[src/rtl/tdc_phase_encoder.sv]
// tdc_phase_encoder: turns a fractional phase accumulator into the raw TDC
// front-end pattern, a 7-bit coarse counter plus a 16-bit cyclic thermometer
// word. It is the exact inverse of the TDC decoder and serves as a
// synthesizable stimulus source for ADPLL benches and FPGA emulation.
module tdc_phase_encoder #(
  parameter int          FRAC_W    = 4,
  parameter logic [11:0] RST_PHASE = 12'h000
) (
  input  logic                clk,
  input  logic                rst,
  input  logic                en,
  input  logic [12+FRAC_W-1:0] fcw,
  input  logic                load,
  input  logic [11:0]         load_val,
  output logic [6:0]          counter_out,
  output logic [15:0]         phase_out,
  output logic                valid_out
);

  localparam int ACC_W = 12 + FRAC_W;

  // Cyclic thermometer code of a 5-bit edge index.
  // e = 0..15 : ones fill upward from bit 0 (bits 0..e set).
  // e = 16..31: zeros fill upward from bit 0 (bits 0..e-16 clear).
  // A 17-bit shift handles e = 31 without a 4-bit shift-amount overflow.
  function automatic logic [15:0] therm_f(input logic [4:0] e);
    logic [16:0] shifted;
    logic [15:0] result;
    shifted = 17'h1FFFF << ({1'b0, e[3:0]} + 5'd1);
    if (e[4] == 1'b0) begin
      result = ~(16'hFFFE << e[3:0]);
    end else begin
      result = shifted[15:0];
    end
    return result;
  endfunction

  logic [ACC_W-1:0] acc_q,       acc_d;
  logic             acc_vld_q,   acc_vld_d;
  logic [6:0]       counter_q,   counter_d;
  logic [15:0]      phase_q,     phase_d;
  logic             valid_q;

  logic [11:0]      int_phase_s;

  // Accumulator next state: load has priority over en, wrap is silent.
  always_comb begin
    acc_d     = acc_q;
    acc_vld_d = acc_vld_q;
    if (load) begin
      acc_d     = {load_val, {FRAC_W{1'b0}}};
      acc_vld_d = 1'b1;
    end else if (en) begin
      acc_d     = acc_q + fcw;
      acc_vld_d = 1'b1;
    end else begin
      acc_d     = acc_q;
      acc_vld_d = acc_vld_q;
    end
  end

  // Encoder next state; the counter is pre-incremented whenever phase bit 0
  // is set, matching the decoder's retiming subtraction.
  always_comb begin
    int_phase_s = acc_q[ACC_W-1:FRAC_W];
    phase_d     = therm_f(int_phase_s[4:0]);
    counter_d   = int_phase_s[11:5] + {6'd0, phase_d[0]};
  end

  // Stage 1 accumulator and stage 2 output register with synchronous reset.
  always_ff @(posedge clk) begin
    if (rst) begin
      acc_q     <= {RST_PHASE, {FRAC_W{1'b0}}};
      acc_vld_q <= 1'b0;
      counter_q <= 7'd0;
      phase_q   <= 16'h0000;
      valid_q   <= 1'b0;
    end else begin
      acc_q     <= acc_d;
      acc_vld_q <= acc_vld_d;
      counter_q <= counter_d;
      phase_q   <= phase_d;
      valid_q   <= acc_vld_q;
    end
  end

  assign counter_out = counter_q;
  assign phase_out   = phase_q;
  assign valid_out   = valid_q;

endmodule
[config.mk]
export PLATFORM = sky130hd
export DESIGN_NAME = tdc_phase_encoder
export DESIGN_NICKNAME = d
export VERILOG_FILES = /design/src/rtl/tdc_phase_encoder.sv
export SDC_FILE = /design/constraint.sdc
export NUM_CORES = 1
export LEC_CHECK = 0
export CORE_MARGIN = 3
export CORE_UTILIZATION = 53
export CTS_BUF_LIST = sky130_fd_sc_hd__clkbuf_4
export DETAILED_ROUTE_END_ITERATION = 16
export PLACE_DENSITY = 0.8
export SLEW_MARGIN = 20
export SYNTH_ARGS = -nofsm -noshare
export SYNTH_HDL_FRONTEND = slang
export SYNTH_SLANG_ARGS = --single-unit
export TNS_END_PERCENT = 50
[constraint.sdc]
create_clock -name clk -period 3.1 [get_ports clk]
set_clock_uncertainty 0.1 [all_clocks]
set_input_delay 0.62 -clock clk [delete_from_list [all_inputs] [get_ports clk]]
set_output_delay 0.62 -clock clk [all_outputs]
set_load 0.02 [all_outputs]
==> results_dict.tcl, run 1 <==
set metrics [dict create \
    run_status "finished clean" \
    hold_path_class "flip-flop to flip-flop" \
    power.leakage_nw 1.34 \
    timing_max_transition_violations_final 0 \
    num-nets-final 429 \
    grt_setup_unrepaired "no" \
    wire_length_of_the_first_global_routing_pass_mm 10.6 \
    critPathLaunchType "primary input" \
    first_pass_iters 5 \
    drc 0 \
    viasPerCell 5.88 \
    finalSetupViolations 0 \
    dp_cell_count 431 \
    start_util_pct 57.0 \
    critPathCaptureType "flip-flop" \
    globalRouteTotalUtil_pct 23.8 \
    fin_crit_ps 2780 \
    worst_slack_ps 322 \
    die_y_um 75.9 \
    yosys.area.top_type "sky130_fd_sc_hd__dfxtp_1" \
    fmaxAchievable_mhz 360 \
    synthesis.area_per_instance_um2 8.11 \
    dp.final_hpwl_mm 4.76 \
    crit_path_required_time_ps 3310 \
    detail_route_antenna_nets 0 \
    cts-hold-fix-buffers 0 \
    clock_tree.buffer_depth 2 \
    cts_resized 0 \
    core.rowCount 24 \
    drt-initial-drc-count 183 \
    vdd.ir_drop.worst_uv 270 \
    number_of_antenna_violations_at_the_first_check_in_global_routing 0 \
    ys.flop_type "sky130_fd_sc_hd__dfxtp_1" \
    synth.top_cell.area_share_pct 31.7 \
    yosys_warnings 0 \
    routed_wl_mm 6.49 \
    critical_path_arrival_ps 2990 \
    die_width_um 75.9 \
    power-per-cell-area_mw_per_mm2 461 \
    place_worst_setup_slack_ps 20.8 \
    ys_async_sr_fraction_pct 0 \
    synth.ff_latch_count 41 \
    hold_path_depth 1 \
    cts.clk_slew.worst_paths_ps 140 \
    synth_top_cells_by_area "sky130_fd_sc_hd__dfxtp_1, sky130_fd_sc_hd__ha_1, sky130_fd_sc_hd__a21oi_1" \
    post-cts-setup-buffer-count 0 \
    floorplan.die_area_mm2 0.00575 \
    final.period_utilization_pct 89.6 \
    detailroute.via_count 2580 \
    worst_slew_margin_rel_pct 62.2 \
    number_of_global_route_vias_before_repair 2323 \
    post_route_setup_tns_ps 0 \
    timing.max_cap.violations 0 \
    cts_tree "yes" \
    cell_with_the_most_instances_after_synthesis "sky130_fd_sc_hd__dfxtp_1" \
    synth_edf_count 0 \
    h-tree-depth 2 \
    gate_count_of_the_mapped_netlist 319 \
    grt_max_degree 30 \
    yosysUniqueCellTypes 53 \
    coreArea_mm2 0.00453 \
    placement.io_buffers 55 \
    worst_pin_slew_ps 561 \
    worst-path-max-fanout 4 \
    ioPinCount 56 \
    worstSkewPairLatency_ps 350 \
    post_route_cells_drive_above_1_share_pct 6.68 \
    final-hold-violation-count 0 \
    cts_num_sinks 41 \
    area_growth_pct 28.6 \
    cts_inserted_buffers 5 \
    wire_per_inst_um 14.8 \
    timing.reg2reg.worst_path_depth 10 \
    setup_crit_path_kind "primary input to flip-flop" \
    synth.cell_area_mm2 0.00259 \
    final_weighted_congestion_in_routability_driven_placement 0.934 \
    post_syn_nets 375 \
    clock_tree.root_cell "sky130_fd_sc_hd__clkbuf_4" \
    postLayoutCoreUtil_pct 73.4 \
    n_antenna_cell 0 \
    finalNonFillerCells 439 \
    grt_remaining_overflow 0 \
    synth_sequential_area_ratio_pct 31.7 \
    synth_top_cells_by_count "sky130_fd_sc_hd__dfxtp_1, sky130_fd_sc_hd__a21oi_1, sky130_fd_sc_hd__nor2_1" \
]
==> power by group <==
part	switching (W)	internal, W	total (W)
sequential	0.0000328	0.000574	0.000607
combinational	0.000258	0.000228	0.000485
clock	0.000189	0.000254	0.000442
==> state kept, by name, summed over array words and instances, names as in the netlist <==
signal / flops
acc_vld_q: 1
counter_out: 7
acc_q: 16
valid_out: 1
phase_out: 16
==> final timing paths <==
kind / startpoint / end / slack [ps]
worst min register to register: acc_vld_q$_SDFFE_PP0P_ / valid_out$_SDFF_PP0_ / 380
worst max register to register: acc_q[5]$_SDFFE_PP0P_ / counter_out[6]$_SDFF_PP0_ / 650
worst max-delay path: fcw[0] / acc_q[12]$_SDFFE_PP0P_ / 320
worst min-delay path: acc_vld_q$_SDFFE_PP0P_ / valid_out$_SDFF_PP0_ / 380
==> through the flow <==
| step | power [W] | hold slack, ps | instance area, µm² |
|---|---|---|---|
| floorplan | 0.000922 | 340 | 2590 |
| global placement | 0.00109 | 346 | 3220 |
| detailed placement | 0.00110 | 359 | 3220 |
| CTS | 0.00154 | 377 | 3330 |
| global route | 0.00162 | 401 | 3330 |
| finish | 0.00153 | 375 | 3330 |
==> placed cells by master (no fill, tap or decap), types with 3 or more instances in the layout <==
cell | netlist | routed
sky130_fd_sc_hd__a21o_1 | 8 | 8
sky130_fd_sc_hd__clkdlybuf4s50_1 | 0 | 55
sky130_fd_sc_hd__o21a_1 | 3 | 3
sky130_fd_sc_hd__o21ai_0 | 16 | 16
sky130_fd_sc_hd__xor2_1 | 3 | 3
sky130_fd_sc_hd__o21ai_1 | 3 | 3
sky130_fd_sc_hd__buf_4 | 1 | 10
sky130_fd_sc_hd__nand2_1 | 14 | 14
sky130_fd_sc_hd__nand3_1 | 11 | 11
sky130_fd_sc_hd__clkbuf_4 | 0 | 5
sky130_fd_sc_hd__or3_1 | 5 | 5
sky130_fd_sc_hd__xnor2_1 | 7 | 7
sky130_fd_sc_hd__o32ai_1 | 3 | 3
sky130_fd_sc_hd__a21oi_1 | 37 | 37
sky130_fd_sc_hd__nor3b_1 | 9 | 9
sky130_fd_sc_hd__ha_1 | 23 | 23
sky130_fd_sc_hd__nand4_1 | 3 | 3
sky130_fd_sc_hd__o22ai_1 | 3 | 3
sky130_fd_sc_hd__dfxtp_1 | 41 | 41
sky130_fd_sc_hd__mux2i_1 | 3 | 3
sky130_fd_sc_hd__inv_1 | 11 | 11
sky130_fd_sc_hd__nor3_1 | 9 | 9
sky130_fd_sc_hd__nor2b_1 | 7 | 7
sky130_fd_sc_hd__nor2_1 | 35 | 35
sky130_fd_sc_hd__a31oi_1 | 4 | 4
sky130_fd_sc_hd__o21bai_1 | 4 | 4
sky130_fd_sc_hd__a211oi_1 | 4 | 4
sky130_fd_sc_hd__and3_1 | 3 | 3
==> logic make-up after synthesis <==
family / share of synthesized area (%)
compound gates: 26.2
simple gates: 21.0
flops: 31.7
mux: 1.16
buf+inv: 4.55
xor+xnor: 3.39
fa+ha+maj: 11.9
==> worst max-delay path, stage by stage <==
cell and delay, ps:
sky130_fd_sc_hd__clkdlybuf4s50_1 400, sky130_fd_sc_hd__ha_1 220, sky130_fd_sc_hd__fa_1 440, sky130_fd_sc_hd__a211oi_2 340
sky130_fd_sc_hd__o21ai_1 130, sky130_fd_sc_hd__a22o_1 250, sky130_fd_sc_hd__or4_1 500, sky130_fd_sc_hd__nand3_1 100
==> routing by layer <==
layer / vias to the layer above / GRT usage [%] / part of all wire (%) / wire length [µm]
li1: 1268 / - / - / -
met1: 1184 / 32.8 / 44 / 2860
met3: 8 / 5.01 / 8.7 / 566
met2: 120 / 38.0 / 46 / 2980
met5: - / 0 / 0 / 0
met4: 0 / 5.83 / 1.2 / 78
==> final cells by class <==
| type | instances | area, µm² |
|---|---|---|
| tap | 65 | 81.3 |
| inverter | 12 | 45.0 |
| timing repair buffer | 65 | 626 |
| clock buffer | 5 | 37.5 |
| multi-input combinational | 248 | 1650 |
| sequential | 41 | 821 |
| fill | 369 | 1210 |
| clock inverter | 3 | 68.8 |
No activity file was read; power rests on OpenSTA's default activity.
==> run 2, diff against run 1 <==
--- a/config.mk
+++ b/config.mk
@@ -6,10 +6,10 @@
 export NUM_CORES = 1
 export LEC_CHECK = 0
 export CORE_MARGIN = 3
-export CORE_UTILIZATION = 53
+export CORE_UTILIZATION = 55
 export CTS_BUF_LIST = sky130_fd_sc_hd__clkbuf_4
 export DETAILED_ROUTE_END_ITERATION = 16
-export PLACE_DENSITY = 0.8
+export PLACE_DENSITY = 0.83
 export SLEW_MARGIN = 20
 export SYNTH_ARGS = -nofsm -noshare
 export SYNTH_HDL_FRONTEND = slang
==> constraint.sdc (replaced) <==
create_clock -name clk -period 3.5 [get_ports clk]
set_clock_uncertainty 0.1 [all_clocks]
set_input_delay 0.7 -clock clk [delete_from_list [all_inputs] [get_ports clk]]
set_output_delay 0.7 -clock clk [all_outputs]
set_load 0.02 [all_outputs]
==> results_dict.tcl, run 2 (same netlist as run 1, synthesis figures left out) <==
set metrics [dict create \
    reg2reg_slack_ps 990 \
    worstPathCellList "clkdlybuf4s50_1, ha_1, fa_1, a211oi_2, o21ai_1, a22o_1, or4_1, nand3_1" \
    area_growth_pct 26.9 \
    run_status "finished clean" \
    post_route_setup_tns_ps 0 \
    grt_setup_unrepaired "no" \
    core.rowCount 24 \
    die_width_um 74.6 \
    cts.clk_slew.worst_paths_ps 140 \
    place_worst_setup_slack_ps 256 \
    placement.io_buffers 55 \
    final_cell_mix "sky130_fd_sc_hd__clkdlybuf4s50_1, sky130_fd_sc_hd__dfxtp_1, sky130_fd_sc_hd__a21oi_1, sky130_fd_sc_hd__nor2_1, sky130_fd_sc_hd__ha_1" \
    cts_inserted_buffers 5 \
    dp.final_hpwl_mm 4.64 \
    whs_endpoint "valid_out$_SDFF_PP0_" \
    critPathLaunchType "primary input" \
    hold_path_depth 1 \
    first_pass_iters 5 \
    worst_path_top_cell_family_by_delay "compound AO/OA/AOI/OAI gates" \
    final_weighted_congestion_in_routability_driven_placement 0.929 \
    detailroute.via_count 2512 \
    globalRouteTotalUtil_pct 23.3 \
    detail_route_antenna_nets 0 \
    worst_r2r_startpoint "acc_q[8]$_SDFFE_PP0P_" \
    crit_path_required_time_ps 3710 \
    critPathCaptureType "flip-flop" \
    grt_max_degree 30 \
    die_y_um 74.6 \
    cts_num_sinks 41 \
    n_antenna_cell 0 \
    critical_path_arrival_ps 3140 \
    crit-reg2reg-capture "acc_q[15]$_SDFFE_PP0P_" \
    viasPerCell 5.95 \
    routed_wl_mm 6.36 \
    timing_max_transition_violations_final 0 \
    report.power.total_w 0.00135 \
    worst-path-max-fanout 5 \
    final.period_utilization_pct 83.7 \
    floorplan.die_area_mm2 0.00556 \
    grt_remaining_overflow 0 \
    cpMaxStageDelayCell "sky130_fd_sc_hd__or4_1" \
    fin_crit_ps 2930 \
    cts_tree "yes" \
    h-tree-depth 2 \
    number_of_global_route_vias_before_repair 2220 \
    number_of_antenna_violations_at_the_first_check_in_global_routing 0 \
    coreArea_mm2 0.00444 \
    clock_tree.buffer_depth 2 \
    placed_area_mm2 0.00317 \
    critical_path_buf_inv_count 1 \
    hold_path_class "flip-flop to flip-flop" \
    cts-hold-fix-buffers 0 \
    wire_length_of_the_first_global_routing_pass_mm 10.1 \
    power-per-cell-area_mw_per_mm2 413 \
    drc 0 \
    wire_per_inst_um 15.1 \
    min_from "acc_vld_q$_SDFFE_PP0P_" \
    worst_slew_margin_rel_pct 61.7 \
    num-nets-final 425 \
    post-cts-setup-buffer-count 0 \
    finalSetupViolations 0 \
    timing.max_cap.violations 0 \
    worstSkewPairLatency_ps 360 \
    worst_slack_ps 572 \
    timing.reg2reg.worst_path_depth 6 \
    post_route_cells_drive_above_1_share_pct 5.68 \
    fmaxAchievable_mhz 341 \
    vdd.ir_drop.worst_uv 223 \
    cts_resized 0 \
    setup_crit_path_kind "primary input to flip-flop" \
    critical_path.max_stage_delay_ps 500 \
    final-hold-violation-count 0 \
    layout.cell_area.non_filler_mm2 0.00328 \
    clock_tree.root_cell "sky130_fd_sc_hd__clkbuf_4" \
    start_util_pct 58.2 \
    power.leakage_nw 1.32 \
    worst_pin_slew_ps 573 \
    ioPinCount 56 \
    postLayoutCoreUtil_pct 73.8 \
    drt-initial-drc-count 136 \
    layout_commonest_cell "sky130_fd_sc_hd__clkdlybuf4s50_1" \
]
==> run 2: changes by cell type in the layout (fill, tap and decap cells not counted), sizes merged <==
cell and change:
buf -4
==> run 2: worst reg2reg max path: stages (launching register included) <==
cell	delay, ps
sky130_fd_sc_hd__dfxtp_1	670
sky130_fd_sc_hd__ha_1	410
sky130_fd_sc_hd__a21oi_1	250
sky130_fd_sc_hd__o21ai_0	210
sky130_fd_sc_hd__a221oi_2	340
sky130_fd_sc_hd__a21oi_1	120
sky130_fd_sc_hd__a311o_1	320
==> run 2: power breakdown <==
| part | switching [W] | leakage [nW] | total, W | internal, W |
|---|---|---|---|---|
| Sequential | 0.0000325 | 0.339 | 0.000541 | 0.000508 |
| Combinational | 0.000220 | 0.927 | 0.000417 | 0.000197 |
| Clock | 0.000170 | 0.0558 | 0.000395 | 0.000225 |
| Total | 0.000423 | 1.32 | 0.00135 | 0.000930 |
==> run 2: per-stage QoR <==
step / instances / hold WS, ps
floorplan: 319 / 340
global placement: 414 / 352
detailed placement: 414 / 354
CTS: 422 / 377
global route: 422 / 407
finish: 422 / 377
==> run 2: how the worst max path moves through the flow <==
stage          startpoint                endpoint  cells after the start
3_3_place_gp       fcw[0]  acc_q[12]$_SDFFE_PP0P_                      8
2_1_floorplan      fcw[0]  acc_q[12]$_SDFFE_PP0P_                      7
3_5_place_dp       fcw[0]  acc_q[12]$_SDFFE_PP0P_                      8
5_1_grt            fcw[0]  acc_q[12]$_SDFFE_PP0P_                      8
4_1_cts            fcw[0]  acc_q[12]$_SDFFE_PP0P_                      8
6_report           fcw[0]  acc_q[12]$_SDFFE_PP0P_                      8
==> run 2: layout make-up <==
type | count | area (µm²)
clock buffer | 5 | 37.5
fill | 359 | 1160
clock inverter | 3 | 68.8
inverter | 12 | 45.0
tap | 52 | 65.1
multi-input combinational | 248 | 1650
timing repair buffer | 61 | 596
sequential | 41 | 821
==> run 2: per-layer routing <==
metal / track usage, % / routed length (µm)
met3: 4.59 / 415
met2: 38.6 / 3040
met4: 7.11 / 88
met1: 30.5 / 2820
met5: 0 / 0
